### src/rtl/sort5_sequencer.sv
// Frames a serial word stream into groups of five, steps the mod-phased sorter through phases 00/01/10,
// then drains the captured results in ascending order. Define SORT_CHECK_EN to add the sticky order checker.
module sort5_sequencer #(
    parameter int W = 16
) (
    input  logic         clk,
    input  logic         rst,
    input  logic         s_valid,
    output logic         s_ready,
    input  logic [W-1:0] s_data,
    output logic         m_valid,
    input  logic         m_ready,
    output logic [W-1:0] m_data,
    output logic         m_last,
    output logic [W-1:0] srt_in1,
    output logic [W-1:0] srt_in2,
    output logic [W-1:0] srt_in3,
    output logic [W-1:0] srt_in4,
    output logic [W-1:0] srt_in5,
    output logic [1:0]   srt_mod,
    input  logic [W-1:0] srt_out1,
    input  logic [W-1:0] srt_out2,
    input  logic [W-1:0] srt_out3,
    input  logic [W-1:0] srt_out4,
    input  logic [W-1:0] srt_out5,
    output logic         busy,
    output logic         sort_err
);

    typedef enum logic [2:0] {
        ST_LOAD  = 3'd0,
        ST_PH0   = 3'd1,
        ST_PH1   = 3'd2,
        ST_PH2   = 3'd3,
        ST_CAPT  = 3'd4,
        ST_DRAIN = 3'd5
    } state_t;

    state_t       state_r, state_nx_s;
    logic [2:0]   cnt_r, cnt_nx_s;
    logic [2:0]   idx_r, idx_nx_s, idx_inc_s;
    logic [W-1:0] in_r   [5];
    logic [W-1:0] obuf_r [5];
    logic [W-1:0] out_s  [5];
    logic         s_ready_r, m_valid_r, m_last_r, busy_r;
    logic         m_valid_nx_s, m_last_nx_s;
    logic [W-1:0] m_data_r, m_data_nx_s;
    logic [1:0]   srt_mod_r, srt_mod_nx_s;
    logic         acc_s, take_s;

    assign acc_s     = s_valid & s_ready_r;
    assign take_s    = m_valid_r & m_ready;
    assign idx_inc_s = idx_r + 3'd1;

    assign out_s[0] = srt_out1;
    assign out_s[1] = srt_out2;
    assign out_s[2] = srt_out3;
    assign out_s[3] = srt_out4;
    assign out_s[4] = srt_out5;

    // Next-state and next-output computation; every output is registered from these values.
    always_comb begin
        state_nx_s   = state_r;
        cnt_nx_s     = cnt_r;
        idx_nx_s     = idx_r;
        m_valid_nx_s = m_valid_r;
        m_last_nx_s  = m_last_r;
        m_data_nx_s  = m_data_r;
        case (state_r)
            ST_LOAD: begin
                if (acc_s) begin
                    if (cnt_r == 3'd4) begin
                        cnt_nx_s   = 3'd0;
                        state_nx_s = ST_PH0;
                    end else begin
                        cnt_nx_s = cnt_r + 3'd1;
                    end
                end else begin
                    cnt_nx_s = cnt_r;
                end
            end
            ST_PH0:  state_nx_s = ST_PH1;
            ST_PH1:  state_nx_s = ST_PH2;
            ST_PH2:  state_nx_s = ST_CAPT;
            ST_CAPT: begin
                state_nx_s   = ST_DRAIN;
                idx_nx_s     = 3'd0;
                m_valid_nx_s = 1'b1;
                m_last_nx_s  = 1'b0;
                m_data_nx_s  = out_s[0];
            end
            ST_DRAIN: begin
                if (take_s) begin
                    if (idx_r == 3'd4) begin
                        idx_nx_s     = 3'd0;
                        m_valid_nx_s = 1'b0;
                        m_last_nx_s  = 1'b0;
                        state_nx_s   = ST_LOAD;
                    end else begin
                        idx_nx_s    = idx_inc_s;
                        m_data_nx_s = obuf_r[idx_inc_s];
                        m_last_nx_s = (idx_inc_s == 3'd4);
                    end
                end else begin
                    idx_nx_s = idx_r;
                end
            end
            default: begin
                state_nx_s   = ST_LOAD;
                cnt_nx_s     = 3'd0;
                idx_nx_s     = 3'd0;
                m_valid_nx_s = 1'b0;
                m_last_nx_s  = 1'b0;
            end
        endcase
    end

    // Sorter phase select follows the state being entered, so it is valid for that whole cycle.
    always_comb begin
        case (state_nx_s)
            ST_PH0:  srt_mod_nx_s = 2'b00;
            ST_PH1:  srt_mod_nx_s = 2'b01;
            ST_PH2:  srt_mod_nx_s = 2'b10;
            default: srt_mod_nx_s = 2'b11;
        endcase
    end

    // State, counters, operand/result buffers and registered outputs.
    always_ff @(posedge clk) begin
        if (rst) begin
            state_r   <= ST_LOAD;
            cnt_r     <= 3'd0;
            idx_r     <= 3'd0;
            s_ready_r <= 1'b0;
            m_valid_r <= 1'b0;
            m_last_r  <= 1'b0;
            m_data_r  <= {W{1'b0}};
            srt_mod_r <= 2'b11;
            busy_r    <= 1'b0;
            for (int i = 0; i < 5; i++) begin
                in_r[i]   <= {W{1'b0}};
                obuf_r[i] <= {W{1'b0}};
            end
        end else begin
            state_r   <= state_nx_s;
            cnt_r     <= cnt_nx_s;
            idx_r     <= idx_nx_s;
            s_ready_r <= (state_nx_s == ST_LOAD);
            m_valid_r <= m_valid_nx_s;
            m_last_r  <= m_last_nx_s;
            m_data_r  <= m_data_nx_s;
            srt_mod_r <= srt_mod_nx_s;
            busy_r    <= (state_nx_s != ST_LOAD);
            if ((state_r == ST_LOAD) && acc_s) begin
                in_r[cnt_r] <= s_data;
            end
            if (state_r == ST_CAPT) begin
                for (int i = 0; i < 5; i++) begin
                    obuf_r[i] <= out_s[i];
                end
            end
        end
    end

`ifdef SORT_CHECK_EN
    function automatic logic order_bad(input logic [W-1:0] a1, input logic [W-1:0] a2,
                                       input logic [W-1:0] a3, input logic [W-1:0] a4,
                                       input logic [W-1:0] a5);
        return (a1 > a2) | (a2 > a3) | (a3 > a4) | (a4 > a5);
    endfunction

    logic sort_err_r;

    // Sticky flag, sampled on the edge that leaves CAPT; only rst clears it.
    always_ff @(posedge clk) begin
        if (rst) begin
            sort_err_r <= 1'b0;
        end else if (state_r == ST_CAPT) begin
            sort_err_r <= sort_err_r | order_bad(srt_out1, srt_out2, srt_out3, srt_out4, srt_out5);
        end
    end

    assign sort_err = sort_err_r;
`else
    assign sort_err = 1'b0;
`endif

    assign s_ready = s_ready_r;
    assign m_valid = m_valid_r;
    assign m_data  = m_data_r;
    assign m_last  = m_last_r;
    assign srt_mod = srt_mod_r;
    assign busy    = busy_r;
    assign srt_in1 = in_r[0];
    assign srt_in2 = in_r[1];
    assign srt_in3 = in_r[2];
    assign srt_in4 = in_r[3];
    assign srt_in5 = in_r[4];

endmodule

### config.mk
export PLATFORM = sky130hd
export DESIGN_NAME = sort5_sequencer
export DESIGN_NICKNAME = d
export VERILOG_FILES = /design/src/rtl/sort5_sequencer.sv
export SDC_FILE = /design/constraint.sdc
export NUM_CORES = 1
export LEC_CHECK = 0
export ABC_AREA = 0
export ABC_CLOCK_PERIOD_IN_PS = 4450
export BUFFER_PORTS_ARGS = -buffer_cell sky130_fd_sc_hd__buf_2
export CAP_MARGIN = 15
export CORE_MARGIN = 3
export CORE_UTILIZATION = 53
export CTS_CLUSTER_SIZE = 12
export DETAILED_ROUTE_END_ITERATION = 16
export GPL_ROUTABILITY_DRIVEN = 0
export PLACE_DENSITY = 0.78
export REMOVE_ABC_BUFFERS = 1
export SLEW_MARGIN = 20
export SYNTH_ARGS = -nofsm -noshare
export SYNTH_HDL_FRONTEND = slang
export SYNTH_SLANG_ARGS = --single-unit
export TNS_END_PERCENT = 5
### constraint.sdc
create_clock -name clk -period 4.45 [get_ports clk]
set_input_delay 0.89 -clock clk [delete_from_list [all_inputs] [get_ports clk]]
set_output_delay 0.89 -clock clk [all_outputs]
set_load 0.03 [all_outputs]
After elaboration in Yosys (flattened, before gate mapping):

Memory sizes are Yosys's and may differ from the RTL's.
Index checks and enable logic that the tools add are counted.
W data, S select, Z words.

* flip-flop bits (word level): 31
* RAM bits: 160
* input port bits: 100
* output and inout port bits: 103
* logic and storage cells: 86
* memories: 2

Memory list
* in_r: depth 5, width 16, rd ports 5, clocked after Yosys merged registers in 0, wr ports 5, RTL line 42 `logic [W-1:0] in_r [5];`
* obuf_r: depth 5, width 16, rd ports 1, clocked after Yosys merged registers in 0, wr ports 5, RTL line 43 `logic [W-1:0] obuf_r [5];`

* $add $sub $neg: 2
* equality and inequality tests: 15
* mux-type cells: 37
* bitwise gates (word level): 9
* reductions and logical operators: 12

Operators by type and width (number)
* $mux W16: 8
* $pmux W16 S2: 1
* $mux W3: 9
* $pmux W3 S6: 1
* $reduce_or A16 Y1: 1
* $eq A3 B3 Y1 const B: 5
* $mux W1: 13
* $eq A3 B2 Y1 const B: 4
* $pmux W3 S2: 2
* $ne A2 B2 Y1 const B: 4
* $add A3 B1 Y3 const B: 2
* $eq A3 B1 Y1 const B: 2
* $logic_not A3 Y1: 2
* $pmux W2 S3: 1
* $reduce_and A3 Y1: 2
* $or A1 B1 Y1: 5
* $reduce_or A5 Y1: 1
* $reduce_and A2 Y1: 2
* $reduce_or A4 Y1: 1
* $pmux W1 S3: 1
* $reduce_bool A3 Y1: 1
* $and A1 B1 Y1: 2
* $not A1 Y1: 2
* $pmux W1 S2: 1
* other kinds (2): 2

Depth between registers and ports, before layout:

* depth after elaboration: 7
* mapped depth: 10

Least setup slack after synthesis:

Ideal clock, no wire load.

* kind: in2reg
* from: input port rst
* to: register m_data_r[0], in the netlist m_data[0]
* setup time: 117 ps
* data arrival time: 3157 ps
* required time: 4333 ps
* path slack: 1176 ps
* stages: 4
* buffers on the path: 1
* cell sequence: a21o_1 > nor2_4 > buf_2 > a22o_1

RTL lines
* from (decl): RTL line 7 `input logic rst,`
* to (signal assigned): RTL line 137 `m_data_r <= {W{1'b0}};`
* to (signal assigned): RTL line 151 `m_data_r <= m_data_nx_s;`
* to (decl): RTL line 47 `logic [W-1:0] m_data_r, m_data_nx_s;`

Worst setup path in the final report:

* from: register state_r[2]
* to: register m_data_r[10], in the netlist m_data[10]

* longest elaborated chain between the ends: 3
* elaborated cells between the ends (all ways): 7
* classes of those cells: eq/ne (4); mux (1); reduce/logical (2)

Ends and longest elaborated chain
* from (decl): RTL line 39 `state_t state_r, state_nx_s;`
* from (signal assigned): RTL line 145 `state_r <= state_nx_s;`
* $eq A3 B3 Y1: RTL line 69 `case (state_r)`
* $ne A2 B2 Y1 (no source line) or $reduce_bool A2 Y1 (tied branches)
* $reduce_and A3 Y1 (no source line)

Several ways; a longest one is shown, not always the timed one.
A chain may end at the register's enable or synchronous reset.

==> out/qor.txt <==
Max-slew violations: 0
Post-synth EDFFs: 160
Hold Path Cell Cnt: 1
Post-CTS Setup Inserts: 0
Post-synth ARST share: 0%
Maxcap violations: 0
Clock buffer depth: 2
Count of buffers from port buffering: 201
Detail Route Antenna Nets: 0
Synth Area in Compound Gates: 5.63%
Crit path max fanout: 54
Cell area power density: 383 mW/mm^2
Clk Latency, worst-skew pair: 420 ps
CTS root buf: clkbuf_16
# hold bufs at CTS: 0
Die width: 129 um
Via Count: 5325
Hold_ws: 490 ps
Finished Core Util: 65.9%
Post-Syn Instances: 575
Family with the most delay on the worst path: flip-flops
Final period util: 61.4%
Reg2reg path depth: 5
Sw frac: 21.8%
Setup violators final: 0
N_diodes: 0
Top cell by count, worst path: a21oi_1
Setup TNS: 0 ps
Drt via density: 5.57
Post-synthesis simple-gate area fraction: 17.9%
Initial DRT Pass Iterations: 5
Initial DRC Count: 309
Nets: 864
Worst hold start: m_data[14]$_SDFFE_PP0P_
Reg clk slew, reported paths: 60 ps
Worst path max stage delay: 830 ps
Fraction of power consumed by sequential logic: 54.6%
Vias in the first global route: 5318
DP HPWL: 12300 um
RR Startpoint: state_r[2]$_SDFF_PP0_
Worst Hold Class: reg2reg
DR DRC count: 0
Final wirelength: 17700 um
WL per Instance: 18.5 um
Row count: 44
Fill count: 1080
Pin count of the biggest net entering global routing: 82
Largest family of logic cells by synthesized area: simple AND/OR/NAND/NOR gates
Die Height: 129 um
Nature of the critical path endpoint: register
Xor/xnor share of the synthesized area: 0.422%
Status: finished clean
FF+latch count, synth: 191
IO Pins: 203
Critical path class: reg2reg
CP Launch Type: register
RSZ-0062 raised after global routing: no
Initial core utilization: 54.6%
Total CTS buffers: 17
Ys flop type: edfxtp_1
P_sw: 805 uW
Total grt overflow: 0
Placed Area: 0.00909 mm^2
Post-synthesis sequential area ratio: 67.8%
Total GRT Usage: 21.7%
Pleak: 4.30 nW
R2R Setup Slk: 1720 ps
Combinational power share: 6.6%
Mux contribution to synthesized area: 4.89%
Arr. time, crit path: 3040 ps
Min Tclk post-route: 2730 ps
Worst EP required: 4760 ps
Mean Syn Cell Area: 13.9 um^2
Peak VDD IR: 0.259 mV
Global-route wire length before repair: 27600 um
Sink Count: 191
Post-route cell area: 0.00965 mm^2
Post-CTS Resized: 0
Pint: 2.89 mW
CTS tree: built
Synth Warn #: 0
Final Hold Fails: 0
Mapped cell area: 0.00800 mm^2
Layout Skew: 9.27 ps
Max Clk Rate: 0.366 GHz
Worst slew pin tran: 1010 ps
Synthesized-area fraction occupied by adder cells: 0.782%
Layout area overhead: 20.5%
Distinct cells, synth: 45
Htree depth: 4
Slew Limit Headroom: 32.4%
Critical path buffers and inverters: 1
Fraction of layout cells with a size suffix above 1: 34.3%
Clk network pwr share: 38.8%
Critical path depth: 5
Hold Path Sink: m_data[14]$_SDFFE_PP0P_
Slowest CP cell: dfxtp_2
Die area: 0.0166 mm^2
Initial antenna violation count: 1
Core area: 0.0146 mm^2
Sequence of cells on the critical path: buf_4 > nand3b_1 > a21oi_1 > a21oi_1 > a22o_1
Reg2reg end: m_data[10]$_SDFFE_PP0P_
## registers in the layout, summed over array words and instances (netlist names)
signal   flops
state_r      3
obuf_r      80
m_valid      1
srt_mod      2
busy         1
cnt_r        3
in_r        80
m_last       1
m_data      16
idx_r        3
s_ready      1
## worst max-delay path by stage
| stage | start | end |
|---|---|---|
| 3_5_place_dp | rst | in_r[4][1]$_SDFFCE_PN0P_ |
| 2_1_floorplan | state_r[2]$_SDFF_PP0_ | m_data[0]$_SDFFE_PP0P_ |
| 6_report | state_r[2]$_SDFF_PP0_ | m_data[10]$_SDFFE_PP0P_ |
| 5_1_grt | state_r[2]$_SDFF_PP0_ | m_data[6]$_SDFFE_PP0P_ |
| 4_1_cts | rst | in_r[4][13]$_SDFFCE_PN0P_ |
| 3_3_place_gp | rst | in_r[4][11]$_SDFFCE_PN0P_ |
## cell type report
cell class	instances	area (um^2)	share of cell area (%)
Sequential cell	191	5430	56.3
Tap cell	184	230	2.39
Clock buffer	19	433	4.49
Inverter	5	18.8	0.195
Clock inverter	13	123	1.27
Timing Repair Buffer	205	1040	10.7
Multi-Input combinational cell	339	2380	24.7
## worst register-to-register path, stage by stage, from the launching register on
cell and delay (ps):
dfxtp_2 830, buf_4 470, nand3b_1 630, a21oi_1 380, a21oi_1 110, a22o_1 210
## power groups by stage
stage / sequential (mW) / clock [mW] / combinational, mW
floorplan: 2.12 / 0 / 0.0645
global placement: 2.05 / 0 / 0.241
detailed placement: 2.05 / 0 / 0.247
CTS: 2.01 / 1.45 / 0.247
global route: 2.02 / 1.53 / 0.264
finish: 2.01 / 1.43 / 0.245
## synthesized netlist by cell type, drive strengths merged, types with 2 or more instances
master / instances / area (um^2)
buf: 12 / 76.3
nand4b: 2 / 17.5
o21ai: 6 / 30.0
a21oi: 38 / 190
mux4: 16 / 360
nor3: 8 / 71.3
a21o: 2 / 22.5
a22oi: 2 / 15.0
nand4: 2 / 12.5
mux2i: 2 / 20.0
and3: 81 / 512
dfxtp: 31 / 621
ha: 5 / 62.6
or2: 5 / 31.3
nand2: 25 / 93.8
and2: 82 / 513
nand3b: 3 / 26.3
edfxtp: 160 / 4800
a22o: 17 / 149
xnor2: 2 / 17.5
and3b: 2 / 17.5
nor2: 27 / 109
clkbuf: 28 / 110
inv: 5 / 18.8
## layer usage
| layer | track usage [%] | vias up | part of all wire [%] |
|---|---|---|---|
| met2 | 34.4 | 286 | 48 |
| met3 | 5.65 | 26 | 8.9 |
| met4 | 8.28 | 2 | 1.5 |
| li1 | - | 2487 | - |
| met5 | 0 | - | 0.045 |
| met1 | 29.0 | 2524 | 42 |
## logic make-up (layout without fill, tap and decap cells)
logic type,after synthesis,in the layout
buffers and inverters,45,242
other,1,1
multiplexers,19,19
XOR/XNOR,3,3
AO/OA/AOI/OAI,70,70
AND/OR/NAND/NOR,241,241
adder cells (fa/ha/maj),5,5
flip-flops,191,191
## per-stage QoR
stage | power (mW) | std cells | worst slack [ps]
floorplan | 2.18 | 535 | 652
global placement | 2.29 | 924 | 1340
detailed placement | 2.30 | 924 | 1250
CTS | 3.71 | 956 | 1700
global route | 3.81 | 956 | 1430
finish | 3.69 | 956 | 1720
## layout by cell type, fill, tap and decap left out, drive strengths merged, types with 2 or more instances in the layout
| cell | Yosys | final |
|---|---|---|
| buf | 12 | 205 |
| edfxtp | 160 | 160 |
| and2 | 82 | 82 |
| and3 | 81 | 81 |
| a21oi | 38 | 38 |
| dfxtp | 31 | 31 |
| nor2 | 27 | 27 |
| nand2 | 25 | 25 |
| clkbuf | 28 | 19 |
| a22o | 17 | 17 |
| mux4 | 16 | 16 |
| nor3 | 8 | 8 |
| o21ai | 6 | 6 |
| clkinv | 0 | 6 |
| inv | 5 | 5 |
| or2 | 5 | 5 |
| ha | 5 | 5 |
| clkinvlp | 0 | 5 |
| nand3b | 3 | 3 |
| and3b | 2 | 2 |
| a21o | 2 | 2 |
| xnor2 | 2 | 2 |
| mux2i | 2 | 2 |
| nand4 | 2 | 2 |
| a22oi | 2 | 2 |
| nand4b | 2 | 2 |
| bufinv | 0 | 2 |
(Power assumes the default switching activity.)
